[config.mk]
export PLATFORM = sky130hd
export DESIGN_NAME = mips_cpu_mem_controller
export DESIGN_NICKNAME = d
export VERILOG_FILES = /design/src/rtl/mips_cpu_mem_controller.sv
export SDC_FILE = /design/constraint.sdc
export NUM_CORES = 1
export LEC_CHECK = 0
export CAP_MARGIN = 25
export CORE_MARGIN = 1.5
export CORE_UTILIZATION = 38
export DETAILED_ROUTE_END_ITERATION = 10
export GPL_TIMING_DRIVEN = 0
export PLACE_DENSITY = 0.83
export SLEW_MARGIN = 20
export SYNTH_ARGS = -nofsm -noshare
export SYNTH_HDL_FRONTEND = slang
export SYNTH_SLANG_ARGS = --single-unit
[constraint.sdc]
create_clock -name clk -period 1.5 [get_ports clk]
set_input_delay 0.225 -clock clk [delete_from_list [all_inputs] [get_ports clk]]
set_output_delay 0.225 -clock clk [all_outputs]
set_load 0.03 [all_outputs]
[src/rtl/mips_cpu_mem_controller.sv]
// Avalon-MM master for the multicycle MIPS core: arbitrates fetch vs. load/store,
// runs one bus transaction at a time, and handles byte lanes and load extension.
module mips_cpu_mem_controller (
    input  logic        clk,
    input  logic        reset,
    input  logic        fetch_req,
    input  logic [31:0] fetch_addr,
    output logic        fetch_ack,
    output logic [31:0] fetch_rdata,
    input  logic        data_req,
    input  logic        data_we,
    input  logic [1:0]  data_size,
    input  logic        data_unsigned,
    input  logic [31:0] data_addr,
    input  logic [31:0] data_wdata,
    output logic        data_ack,
    output logic [31:0] data_rdata,
    output logic        data_err,
    output logic        busy,
    output logic [31:0] mem_address,
    output logic        memread,
    output logic        memwrite,
    input  logic        waitrequest,
    output logic [31:0] memwritedata,
    output logic [3:0]  byteenable,
    input  logic [31:0] memreaddata
);
    typedef enum logic [1:0] {IDLE, ACCESS, RESP} state_t;

    state_t      state_reg, state_next;
    logic        last_data_reg, last_data_next;
    logic        grant_data_reg, grant_data_next;
    logic        we_reg, we_next;
    logic        is_unsigned_reg, is_unsigned_next;
    logic [1:0]  size_reg, size_next;
    logic [1:0]  offset_reg, offset_next;
    logic        fetch_ack_reg, fetch_ack_next;
    logic [31:0] fetch_rdata_reg, fetch_rdata_next;
    logic        data_ack_reg, data_ack_next;
    logic [31:0] data_rdata_reg, data_rdata_next;
    logic        data_err_reg, data_err_next;
    logic        busy_reg, busy_next;
    logic [31:0] mem_address_reg, mem_address_next;
    logic        memread_reg, memread_next;
    logic        memwrite_reg, memwrite_next;
    logic [31:0] memwritedata_reg, memwritedata_next;
    logic [3:0]  byteenable_reg, byteenable_next;

    logic        pick_data, pick_fetch, misaligned;
    logic [3:0]  req_be;
    logic [31:0] req_wdata, lane_data, load_data;
    logic        unused_bits;

    assign unused_bits = &{1'b0, fetch_addr[1:0]};

    // On a tie the port that did not win last time is granted.
    assign pick_data  = data_req && (!fetch_req || !last_data_reg);
    assign pick_fetch = fetch_req && !pick_data;
    assign misaligned = (data_size == 2'b11)
                     || (data_size == 2'b01 && data_addr[0])
                     || (data_size == 2'b10 && data_addr[1:0] != 2'b00);

    genvar gi;
    generate
        for (gi = 0; gi < 4; gi++) begin : g_lane
            assign req_wdata[8*gi +: 8] = (data_size == 2'b00) ? data_wdata[7:0]
                                        : (data_size == 2'b01) ? data_wdata[8*(gi%2) +: 8]
                                        : data_wdata[8*gi +: 8];
        end
    endgenerate

    always_comb begin
        case (data_size)
            2'b00:   req_be = 4'b0001 << data_addr[1:0];
            2'b01:   req_be = data_addr[1] ? 4'b1100 : 4'b0011;
            default: req_be = 4'b1111;
        endcase
    end

    // Right-justify the addressed lane(s), then extend.
    assign lane_data = memreaddata >> {offset_reg, 3'b000};
    always_comb begin
        case (size_reg)
            2'b00:   load_data = is_unsigned_reg ? {24'h0, lane_data[7:0]}
                                                 : {{24{lane_data[7]}}, lane_data[7:0]};
            2'b01:   load_data = is_unsigned_reg ? {16'h0, lane_data[15:0]}
                                                 : {{16{lane_data[15]}}, lane_data[15:0]};
            default: load_data = memreaddata;
        endcase
    end

    always_comb begin
        state_next        = state_reg;
        last_data_next    = last_data_reg;
        grant_data_next   = grant_data_reg;
        we_next           = we_reg;
        is_unsigned_next  = is_unsigned_reg;
        size_next         = size_reg;
        offset_next       = offset_reg;
        fetch_ack_next    = 1'b0;
        fetch_rdata_next  = fetch_rdata_reg;
        data_ack_next     = 1'b0;
        data_rdata_next   = data_rdata_reg;
        data_err_next     = 1'b0;
        mem_address_next  = mem_address_reg;
        memread_next      = memread_reg;
        memwrite_next     = memwrite_reg;
        memwritedata_next = memwritedata_reg;
        byteenable_next   = byteenable_reg;
        case (state_reg)
            IDLE: begin
                if (pick_data) begin
                    last_data_next   = 1'b1;
                    grant_data_next  = 1'b1;
                    we_next          = data_we;
                    is_unsigned_next = data_unsigned;
                    size_next        = data_size;
                    offset_next      = data_addr[1:0];
                    if (misaligned) begin
                        state_next      = RESP;
                        data_ack_next   = 1'b1;
                        data_err_next   = 1'b1;
                        data_rdata_next = 32'h0;
                    end else begin
                        state_next        = ACCESS;
                        mem_address_next  = {data_addr[31:2], 2'b00};
                        memread_next      = !data_we;
                        memwrite_next     = data_we;
                        byteenable_next   = req_be;
                        memwritedata_next = req_wdata;
                    end
                end else if (pick_fetch) begin
                    state_next       = ACCESS;
                    last_data_next   = 1'b0;
                    grant_data_next  = 1'b0;
                    we_next          = 1'b0;
                    mem_address_next = {fetch_addr[31:2], 2'b00};
                    memread_next     = 1'b1;
                    memwrite_next    = 1'b0;
                    byteenable_next  = 4'b1111;
                end
            end
            ACCESS: begin
                if (!waitrequest) begin
                    state_next    = RESP;
                    memread_next  = 1'b0;
                    memwrite_next = 1'b0;
                    if (grant_data_reg) begin
                        data_ack_next   = 1'b1;
                        data_rdata_next = we_reg ? 32'h0 : load_data;
                    end else begin
                        fetch_ack_next   = 1'b1;
                        fetch_rdata_next = memreaddata;
                    end
                end
            end
            default: state_next = IDLE;
        endcase
        busy_next = (state_next != IDLE);
    end

    always_ff @(posedge clk) begin
        if (reset) begin
            state_reg        <= IDLE;
            last_data_reg    <= 1'b1;
            grant_data_reg   <= 1'b0;
            we_reg           <= 1'b0;
            is_unsigned_reg  <= 1'b0;
            size_reg         <= 2'b00;
            offset_reg       <= 2'b00;
            fetch_ack_reg    <= 1'b0;
            fetch_rdata_reg  <= 32'h0;
            data_ack_reg     <= 1'b0;
            data_rdata_reg   <= 32'h0;
            data_err_reg     <= 1'b0;
            busy_reg         <= 1'b0;
            mem_address_reg  <= 32'h0;
            memread_reg      <= 1'b0;
            memwrite_reg     <= 1'b0;
            memwritedata_reg <= 32'h0;
            byteenable_reg   <= 4'h0;
        end else begin
            state_reg        <= state_next;
            last_data_reg    <= last_data_next;
            grant_data_reg   <= grant_data_next;
            we_reg           <= we_next;
            is_unsigned_reg  <= is_unsigned_next;
            size_reg         <= size_next;
            offset_reg       <= offset_next;
            fetch_ack_reg    <= fetch_ack_next;
            fetch_rdata_reg  <= fetch_rdata_next;
            data_ack_reg     <= data_ack_next;
            data_rdata_reg   <= data_rdata_next;
            data_err_reg     <= data_err_next;
            busy_reg         <= busy_next;
            mem_address_reg  <= mem_address_next;
            memread_reg      <= memread_next;
            memwrite_reg     <= memwrite_next;
            memwritedata_reg <= memwritedata_next;
            byteenable_reg   <= byteenable_next;
        end
    end

    assign fetch_ack    = fetch_ack_reg;
    assign fetch_rdata  = fetch_rdata_reg;
    assign data_ack     = data_ack_reg;
    assign data_rdata   = data_rdata_reg;
    assign data_err     = data_err_reg;
    assign busy         = busy_reg;
    assign mem_address  = mem_address_reg;
    assign memread      = memread_reg;
    assign memwrite     = memwrite_reg;
    assign memwritedata = memwritedata_reg;
    assign byteenable   = byteenable_reg;
endmodule

# Yosys cells after proc, flatten, opt, wreduce, memory -nomap -nowiden
# Cells that the tools add are included.
[word_totals]
inputBits = 137
word_cells = 108
reg_bits = 148
[classes]
n_shift = 2
bitwise_logic = 5
n_reduce_logical = 27
mux = 44
eq_ne = 12
[ops]
columns = ["operator", "n"]
rows = [
  ["$mux 32", 10],
  ["$pmux 32 s2", 2],
  ["$mux 8", 5],
  ["$shr 32x5->16", 1],
  ["$mux 4", 4],
  ["$mux 1", 14],
  ["$ne 2x2->1 const B", 5],
  ["$reduce_and 3->1", 3],
  ["$mux 2", 4],
  ["$pmux 4 s2", 1],
  ["$reduce_bool 2->1", 4],
  ["$eq 2x1->1 const B", 3],
  ["$logic_not 2->1", 3],
  ["$ne 3x3->1 const B", 2],
  ["$pmux 1 s2", 3],
  ["$not 1->1", 5],
  ["$reduce_and 5->1", 1],
  ["$eq 2x2->1 const B", 2],
  ["$logic_and 1x1->1", 4],
  ["$logic_not 1->1", 4],
  ["$pmux 2 s2", 1],
  ["$reduce_and 2->1", 2],
  ["$reduce_and 4->1", 1],
  ["$shl 1x2->4 const A", 1],
  ["3 further kinds", 5],
]

# Depth between registers and ports, before layout
# Gate-level depths: netlist of the first run.
[depth]
word_depth = 9
depth_mapped = 8
ltp_nobuf = 5

# Worst setup path before layout of the first run
# OpenSTA, ideal clock, no wires.
[synth_timing]
kind = "register -> register"
start = "reg offset_reg[1]"
end = "reg data_rdata_reg[22], in the netlist data_rdata[22]"
t_arrival_ps = 1430
slack_ps = -47
stages_incl_launch_ff = 7
period_less_slack_ps = 1547
n_path_buf = 1
cell_sequence = "dfxtp_1 -> mux2_2 -> a32oi_1 -> a21oi_1 -> o211ai_4 -> buf_4 -> o2bb2ai_1"
[synth_via]
elab_chain_len = 7
word_cells_on_any_way = 8
classes_between = "shift (1); mux (7)"
[synth_rtl]
columns = ["item", "line_no", "rtl"]
rows = [
  ["from (decl)", "36", "logic [1:0] offset_reg, offset_next;"],
  ["from (signal assigned)", "189", "offset_reg <= offset_next;"],
  ["$shr 32x5->16 *", "81", "assign lane_data = memreaddata >> {offset_reg, 3'b000};"],
  ["$mux 32, on equally long branches", "86, 84", ""],
  ["$pmux 32 s2 *", "83", "case (size_reg)"],
  ["$mux 32 *", "150", "data_rdata_next = we_reg ? 32'h0 : load_data;"],
  ["$mux 32 *", "148", "if (grant_data_reg) begin"],
  ["$mux 32 *", "144", "if (!waitrequest) begin"],
  ["$pmux 32 s2 *", "110", "case (state_reg)"],
  ["to (signal assigned)", "193", "data_rdata_reg <= data_rdata_next;"],
  ["to (decl)", "40", "logic [31:0] data_rdata_reg, data_rdata_next;"],
]
# Mark *: on every way between the ends. The rest lies on a longest branch, timed or not. The select of a mux whose other input is x is not followed.
# A chain may end at the register's enable or synchronous reset.

# Worst setup path in the final report of the first run
[layout_timing]
start = "reg offset_reg[1]"
end = "reg data_rdata_reg[24], in the netlist data_rdata[24]"
# The elaborated chain is that of the path after synthesis.

==> results of run 1 <==
[Yosys cell counts, types with 3 or more instances]
library cell / number / area share
a311oi_1: 8 / 0.011
nand3b_1: 3 / 0.0036
a211oi_1: 42 / 0.050
dfxtp_1: 146 / 0.47
a21oi_1: 81 / 0.065
and2_1: 3 / 0.0030
nand2b_1: 4 / 0.0040
o21ai_0: 25 / 0.020
o22ai_1: 13 / 0.013
mux2i_1: 47 / 0.075
nor3b_1: 5 / 0.0060
inv_1: 21 / 0.013
nand2_1: 135 / 0.081
a21boi_0: 5 / 0.0060
clkbuf_1: 33 / 0.020
buf_2: 21 / 0.017
buf_4: 6 / 0.0072
a22o_1: 8 / 0.011
nor2_1: 87 / 0.052
o2bb2ai_1: 24 / 0.034
[area by class of cell]
class / count / share of cell area
buffer: 56 / 0.0383
clock buffer: 20 / 0.0420
clock inverter: 12 / 0.0147
inverter: 22 / 0.00777
multi-input combinational: 520 / 0.327
sequential: 146 / 0.276
tap: 216 / 0.0254
timing repair buffer: 301 / 0.269
[per-layer routing]
metal	GRT usage	part of all wire	vias to the layer above
li1	-	-	3231
met1	0.304	0.41	3160
met2	0.450	0.49	304
met3	0.0613	0.073	39
met4	0.0938	0.023	0
met5	0	0	-
[kinds of logic after synthesis]
kind of cell / count (synthesis)
AO/OA/AOI/OAI: 222
XOR/XNOR: 1
flip-flops: 146
buffers and inverters: 84
AND/OR/NAND/NOR: 246
multiplexers: 49
other: 1
[critical path: stages, from the launching register on]
cell       delay [ns]
dfxtp_2          0.36
mux2_4           0.31
a32oi_2          0.18
a21oi_2          0.09
o211ai_4         0.31
buf_6            0.19
o2bb2ai_2        0.06
[stage by stage]
stage                     instance area (um2)  power, mW  worst slack (ns)  std cells
after detailed placement                 9240       7.07            -0.895       1234
after CTS                               10200       11.5            -0.112       1290
after global routing                    10600       12.2            -0.163       1293
final                                   10600       11.8            -0.123       1293
after floorplan                          6280       5.86          -0.00291        750
after global placement                   9240       7.04            -0.853       1234
[timing repair]
action,CTS,global route
hold buffers,0,0
resized for setup,233,96
buffers inserted,21,5
cloned,5,2
pin swaps,32,31
endpoints found under the setup margin,270,130
[final timing paths]
kind,end,cells after the start
max,data_rdata[24],6
min,offset_reg[0],3
max reg2reg,data_rdata[24],6
min reg2reg,memwritedata[4],2
[power by group]
part	switching (mW)	total, mW	internal (mW)
Combinational	1.75	3.10	1.35
Clock	1.70	4.37	2.67
Sequential	0.163	4.33	4.16
==> impl_metrics.ini, run 1 <==
[detailed_routing]
routed_wl_um = 23000
drt_iter0_markers = 474
via_per_inst = 5.21
drc = 0
drtPass1Iterations = 4
ant_nets = 0
wl_per_cell_um = 17.8
num_vias = 6734

[clocking]
cts_buffers = 17
clk_pin_slew_worst_paths_ns = 0.06
cts_tree = done
clk_path_buf_depth = 2
numClockSinks = 146
cts_max_level = 4
clock_latency_ns = 0.42
root_buffer = clkbuf_16

[critical_path]
critPathArrivalTime_ns = 1.93
cp_max_fo = 6
startpoint = offset_reg[1]
rrSetupSlack_ns = -0.12
critPathRequiredTime_ns = 1.81
criticalPathCategory = reg -> reg
timing.rr.start = offset_reg[1]
endpoint_kind = flop
startpoint_type = flop

[sta]
finalMaxSlewViolations = 0
fmax_mhz = 616
finalWorstSetupSlack_ns = -0.123
whs_ns = 0.213
setup_viol = 32
setup_tns_ns = -2.03
worstMarginPinSlew_ns = 0.713
grt_setup_unrepaired = yes
period_share = 1.08
finClkSkew_ns = 0.00918
post-route-min-period_ns = 1.62
hold_viol = 0
slew_headroom = 0.525

[global_route]
antenna_found_initial = 0
globalRouteTotalUtil = 0.256
grt_pass1_wl_um = 34900
grt_pass1_vias = 6518
grt_max_degree = 17
overflow = 0

[floorplan]
die-area_um2 = 17300
rows = 46
die_height_um = 131
die_x_um = 131
ios = 275
initial_core_util = 0.391
core-area_um2 = 16000

[logic_synthesis]
synth_top_family_by_area = compound AO/OA/AOI/OAI gates
postSynthAreaPerCell_um2 = 8.36
synth_seq_cells = 146
synth-warning-count = 0
synth-compound-area-share = 0.235
synth_edf_count = 0
async_flop_share = 0
synth_fa_ha_area_frac = 0
synth_ff_type = dfxtp_1
yosys.area_share.simple = 0.160
synth_xor_area_frac = 0.00140
synthMuxAreaShare = 0.0787
ys_types = 47
syn_area_um2 = 6260
synth-seq-area-share = 0.467
netlist_instances = 749

[job]
max_cap_viol_count = 0

[power_and_ir_drop]
p_leak_nw = 4.56
peakVddDrop_v = 0.000907
p_per_area_nw_per_um2 = 1110

[placed_design]
dp_hpwl_um = 16500
io_buffer_count = 268
gp_congestion = 0.876

[final_layout]
seq_area_um2 = 2930
antennaDiodeCount = 0
area_growth_pct = 69.7
final.fill_count = 1362
drive_above_1_share = 0.183
multi_input_area_um2 = 3470
fin_util = 0.664
final_cell_mix = dfxtp_1 (141), dlygate4sd2_1 (140), nand2_1 (134)
layout_commonest_cell = dfxtp_1
final_nets = 1201

[status]
status = finished with violations
violations = negative setup slack

[min_path]
hold_class = in -> reg
hold_path.startpoint = data_addr[0]
Power figures use the tool's default switching activity.
==> run 2: changes to the inputs <==
- TNS_END_PERCENT: not set -> 20
==> run 2 against run 1 <==
  * The run still ends with negative setup slack left
  * Clock power is essentially flat
  * Sequential power is essentially flat
  * Sequential cell count is the same
  * Sequential share of layout area grew 1.2 points
  * Register-to-register slack is essentially flat
  * Clock-buffer cell count is the same
  * Combinational power shrank 11%
  * Utilization shrank 2.8 points
  * Die area is the same
  * Clock skew is essentially flat
  * Final cell count shrank 1.0%
  * Maximum frequency grew 0.77%
==> impl_metrics.ini, run 2 (same netlist as run 1, synthesis figures left out) <==
[final_layout]
multi_input_area_um2 = 3240
final_cell_mix = dlygate4sd2_1 (142), dfxtp_1 (141), nand2_1 (134)
final.fill_count = 1435
final_nets = 1188
area_growth_pct = 62.6
layout_commonest_cell = dlygate4sd2_1
stdcell_area_um2 = 10200
seq_area_um2 = 2930
antennaDiodeCount = 0
drive_above_1_share = 0.130
fin_util = 0.636

[critical_path]
criticalPathCategory = reg -> reg
critPathArrivalTime_ns = 1.92
endpoint_kind = flop
startpoint_type = flop
critPathRequiredTime_ns = 1.81
reg2reg_depth = 6
cp_max_fo = 6

[sta]
hold_viol = 0
period_share = 1.07
fmax_mhz = 621
finalWorstSetupSlack_ns = -0.111
grt_setup_unrepaired = yes
setup_tns_ns = -1.55
slew_headroom = 0.602
worstMarginPinSlew_ns = 0.597
post-route-min-period_ns = 1.61
finClkSkew_ns = 0.00943
finalMaxSlewViolations = 0
setup_viol = 38
whs_ns = 0.300

[detailed_routing]
wl_per_cell_um = 17.3
ant_nets = 0
drc = 0
drtPass1Iterations = 5
via_per_inst = 5.18
drt_iter0_markers = 467
num_vias = 6624
routed_wl_um = 22100

[clocking]
cts_tree = done
numClockSinks = 146
clock_latency_ns = 0.42
cts_buffers = 17
clk_path_buf_depth = 2
root_buffer = clkbuf_16
clk_pin_slew_worst_paths_ns = 0.06
cts_max_level = 4

[placed_design]
dp_hpwl_um = 16500
gp_congestion = 0.876
placed_cell_area_um2 = 9240
dpl_worst_slack_ns = -0.895
io_buffer_count = 268

[min_path]
holdPathStages = 3
hold_class = in -> reg

[status]
violations = negative setup slack
status = finished with violations

[power_and_ir_drop]
p_leak_nw = 4.44
peakVddDrop_v = 0.000876
p_per_area_nw_per_um2 = 1120

[global_route]
grt_pass1_vias = 6442
grt_max_degree = 17
antenna_found_initial = 0
globalRouteTotalUtil = 0.254
grt_pass1_wl_um = 34700
overflow = 0

[floorplan]
initial_core_util = 0.391
die_height_um = 131
die-area_um2 = 17300
ios = 275
core-area_um2 = 16000
die_x_um = 131
rows = 46

[job]
max_cap_viol_count = 0
==> run 2: cell count changes in the layout (fill, tap and decap cells not counted), sizes merged <==
cell	before	now
buf	58	43
clkbuf	52	53
clkdlybuf4s15	1	0
dlygate4sd2	140	142
==> run 2: final timing paths <==
path	start	to	slack, ns
hold reg to reg	memwritedata[4]	memwritedata[4]	0.45
setup reg to reg	offset_reg[1]	data_rdata[23]	-0.11
setup / recovery	offset_reg[1]	data_rdata[23]	-0.11
hold / removal	data_size[1]	memwritedata[10]	0.30
==> run 2: final cells by class <==
cell class	count	share of cell area
Multi-Input combinational cell	520	0.318
Tap cell	216	0.0265
Sequential cell	146	0.288
Clock buffer	20	0.0439
Clock inverter	12	0.0154
Buffer	60	0.0399
Inverter	22	0.00811
Timing Repair Buffer	284	0.260
==> run 2: timing repair <==
item                                    CTS  global route
hold buffers                              0             0
pin swaps                                28            26
cloned                                    3             0
setup buffers                            12             1
resized for setup                       214            51
endpoints found under the setup margin  270           130
==> run 2: power breakdown <==
group	internal, mW	total (mW)	switching (mW)	leakage [nW]
logic	1.14	2.75	1.61	2.96
clock network	2.67	4.37	1.70	0.283
registers	4.16	4.32	0.161	1.19
==> run 2: routing by layer <==
| layer | part of all wire | GRT usage |
|---|---|---|
| met1 | 0.41 | 0.299 |
| met5 | 0 | 0 |
| met3 | 0.074 | 0.0637 |
| met4 | 0.023 | 0.0815 |
| met2 | 0.49 | 0.451 |
==> run 2: critical path: stages (launching register included) <==
cell and delay (ns):
dfxtp_2 0.36, mux2_4 0.31, a32oi_2 0.18, a21oi_2 0.10, o211ai_4 0.30, buf_6 0.19
o2bb2ai_2 0.06
==> run 2: metrics by stage <==
stage	std cells	power [mW]
final	1280	11.4
after global routing	1280	11.9
after CTS	1280	11.4
after detailed placement	1234	7.07
after global placement	1234	7.04
after floorplan	750	5.86
==> run 3: changes to the inputs <==
- CORE_MARGIN: 1.5 -> 5
- CORE_UTILIZATION: 38 -> 39
- PLACE_DENSITY: 0.83 -> 0.82
- clock period: 1.5 -> 1.8 ns (I/O delays scaled with it)
==> run 3 against run 2 <==
  * The run now ends clean
  * Sequential power down 17%
  * Clock-buffer cell count grew 2
  * Routed wire length is 0.29% higher
  * Critical endpoint is now data_rdata[14]
  * Largest cell class is now non-clock buffers
==> impl_metrics.ini, run 3 (same netlist as run 1, synthesis figures left out) <==
[global_route]
antenna_found_initial = 0
overflow = 0
grt_max_degree = 17
grt_pass1_vias = 6233
grt_pass1_wl_um = 33400
globalRouteTotalUtil = 0.229

[placed_design]
dp_hpwl_um = 17300
place_inst = 1234
io_buffer_count = 268
gp_congestion = 0.898
dpl_worst_slack_ns = -0.608

[detailed_routing]
wl_per_cell_um = 17.5
drt_iter0_markers = 426
ant_nets = 0
drc = 0
via_per_inst = 5.13
routed_wl_um = 22200
num_vias = 6515
drtPass1Iterations = 6

[clocking]
clock_latency_ns = 0.41
numClockSinks = 146
clk_path_buf_depth = 2
clk_pin_slew_worst_paths_ns = 0.06
cts_buffers = 17
cts_tree = done
cts_max_level = 4
root_buffer = clkbuf_16

[power_and_ir_drop]
p_leak_nw = 3.74
p_total_mw = 9.76
p_per_area_nw_per_um2 = 976
peakVddDrop_v = 0.000606

[critical_path]
cp_max_fo = 10
reg2reg_to = data_rdata[14]
critPathArrivalTime_ns = 2.06
timing.rr.start = offset_reg[1]
startpoint_type = flop
reg2reg_depth = 6
endpoint_kind = flop
critPathRequiredTime_ns = 2.09
rrSetupSlack_ns = 0.03
criticalPathCategory = reg -> reg

[sta]
worstMarginPinSlew_ns = 0.712
fmax_mhz = 564
post-route-min-period_ns = 1.77
finalMaxSlewViolations = 0
setup_viol = 0
finClkSkew_ns = 0.00713
period_share = 0.985
finalWorstSetupSlack_ns = 0.0266
setup_tns_ns = 0
slew_headroom = 0.525
hold_viol = 0

[floorplan]
rows = 46
die-area_um2 = 18700
die_x_um = 137
die_height_um = 137
ios = 275
initial_core_util = 0.396
core-area_um2 = 15800

[min_path]
hold_class = in -> reg
min_to = offset_reg[0]
holdPathStages = 3
hold_path.startpoint = data_addr[0]

[final_layout]
antennaDiodeCount = 0
fin_cells = 1269
area_growth_pct = 59.7
layout_commonest_cell = clkdlybuf4s50_1
final_cell_mix = clkdlybuf4s50_1 (266), dfxtp_1 (145), nand2_1 (134)
final_nets = 1178
drive_above_1_share = 0.0836

[job]
max_cap_viol_count = 0

[status]
status = complete, no violations
==> run 3: worst max-delay path by stage <==
stage,start,to,slack [ns],depth (start not counted)
2_1_floorplan,offset_reg[1],data_rdata[22],0.25,6
3_3_place_gp,data_addr[0],data_rdata[23],-0.58,6
3_5_place_dp,data_addr[0],data_rdata[28],-0.61,6
4_1_cts,data_req,memwritedata[30],-0.08,9
5_1_grt,offset_reg[1],data_rdata[14],-0.04,6
6_report,offset_reg[1],data_rdata[14],0.03,6
==> run 3: critical path, cell delays in order (launching register included) <==
cell,delay [ns]
dfxtp_2,0.36
buf_2,0.20
mux2_2,0.37
mux2i_2,0.26
o211ai_1,0.14
nand3_2,0.22
o2bb2ai_1,0.11
==> run 3: metal layers <==
metal  part of all wire  global-route usage  routed length [um]
met5                  0                   0                   0
met4              0.024              0.0649                 526
met1               0.40               0.271                8840
met2               0.48               0.395               10700
met3              0.098              0.0790                2180
==> run 3: where the power goes <==
group	leakage [nW]	total (mW)	switching, mW	internal [mW]
registers	1.19	3.60	0.131	3.47
logic	2.23	2.29	1.29	0.995
clock network	0.317	3.88	1.31	2.56
==> run 3: final cells by class <==
class | instances | area (um2)
Timing Repair Buffer | 273 | 2730
Fill cell | 1388 | 5830
Clock buffer | 22 | 474
Inverter | 22 | 82.6
Clock inverter | 9 | 176
Multi-Input combinational cell | 520 | 3030
Buffer | 61 | 317
Sequential cell | 146 | 2920
Tap cell | 216 | 270
==> run 3: through the flow <==
stage | util | hold WS, ns | cell area [um2]
floorplan | - | 0.406 | 6270
global placement | 0.583 | 0.442 | 9220
detailed placement | 0.583 | 0.446 | 9220
CTS | 0.624 | 0.352 | 9880
global route | 0.632 | 0.351 | 10000
finish | 0.632 | 0.320 | 10000
==> run 3: timing repair <==
action,in CTS,in global routing
resized for setup,6,33
endpoints found under the setup margin,82,124
hold buffers,0,0
pin swaps,0,1
buffers inserted,0,5
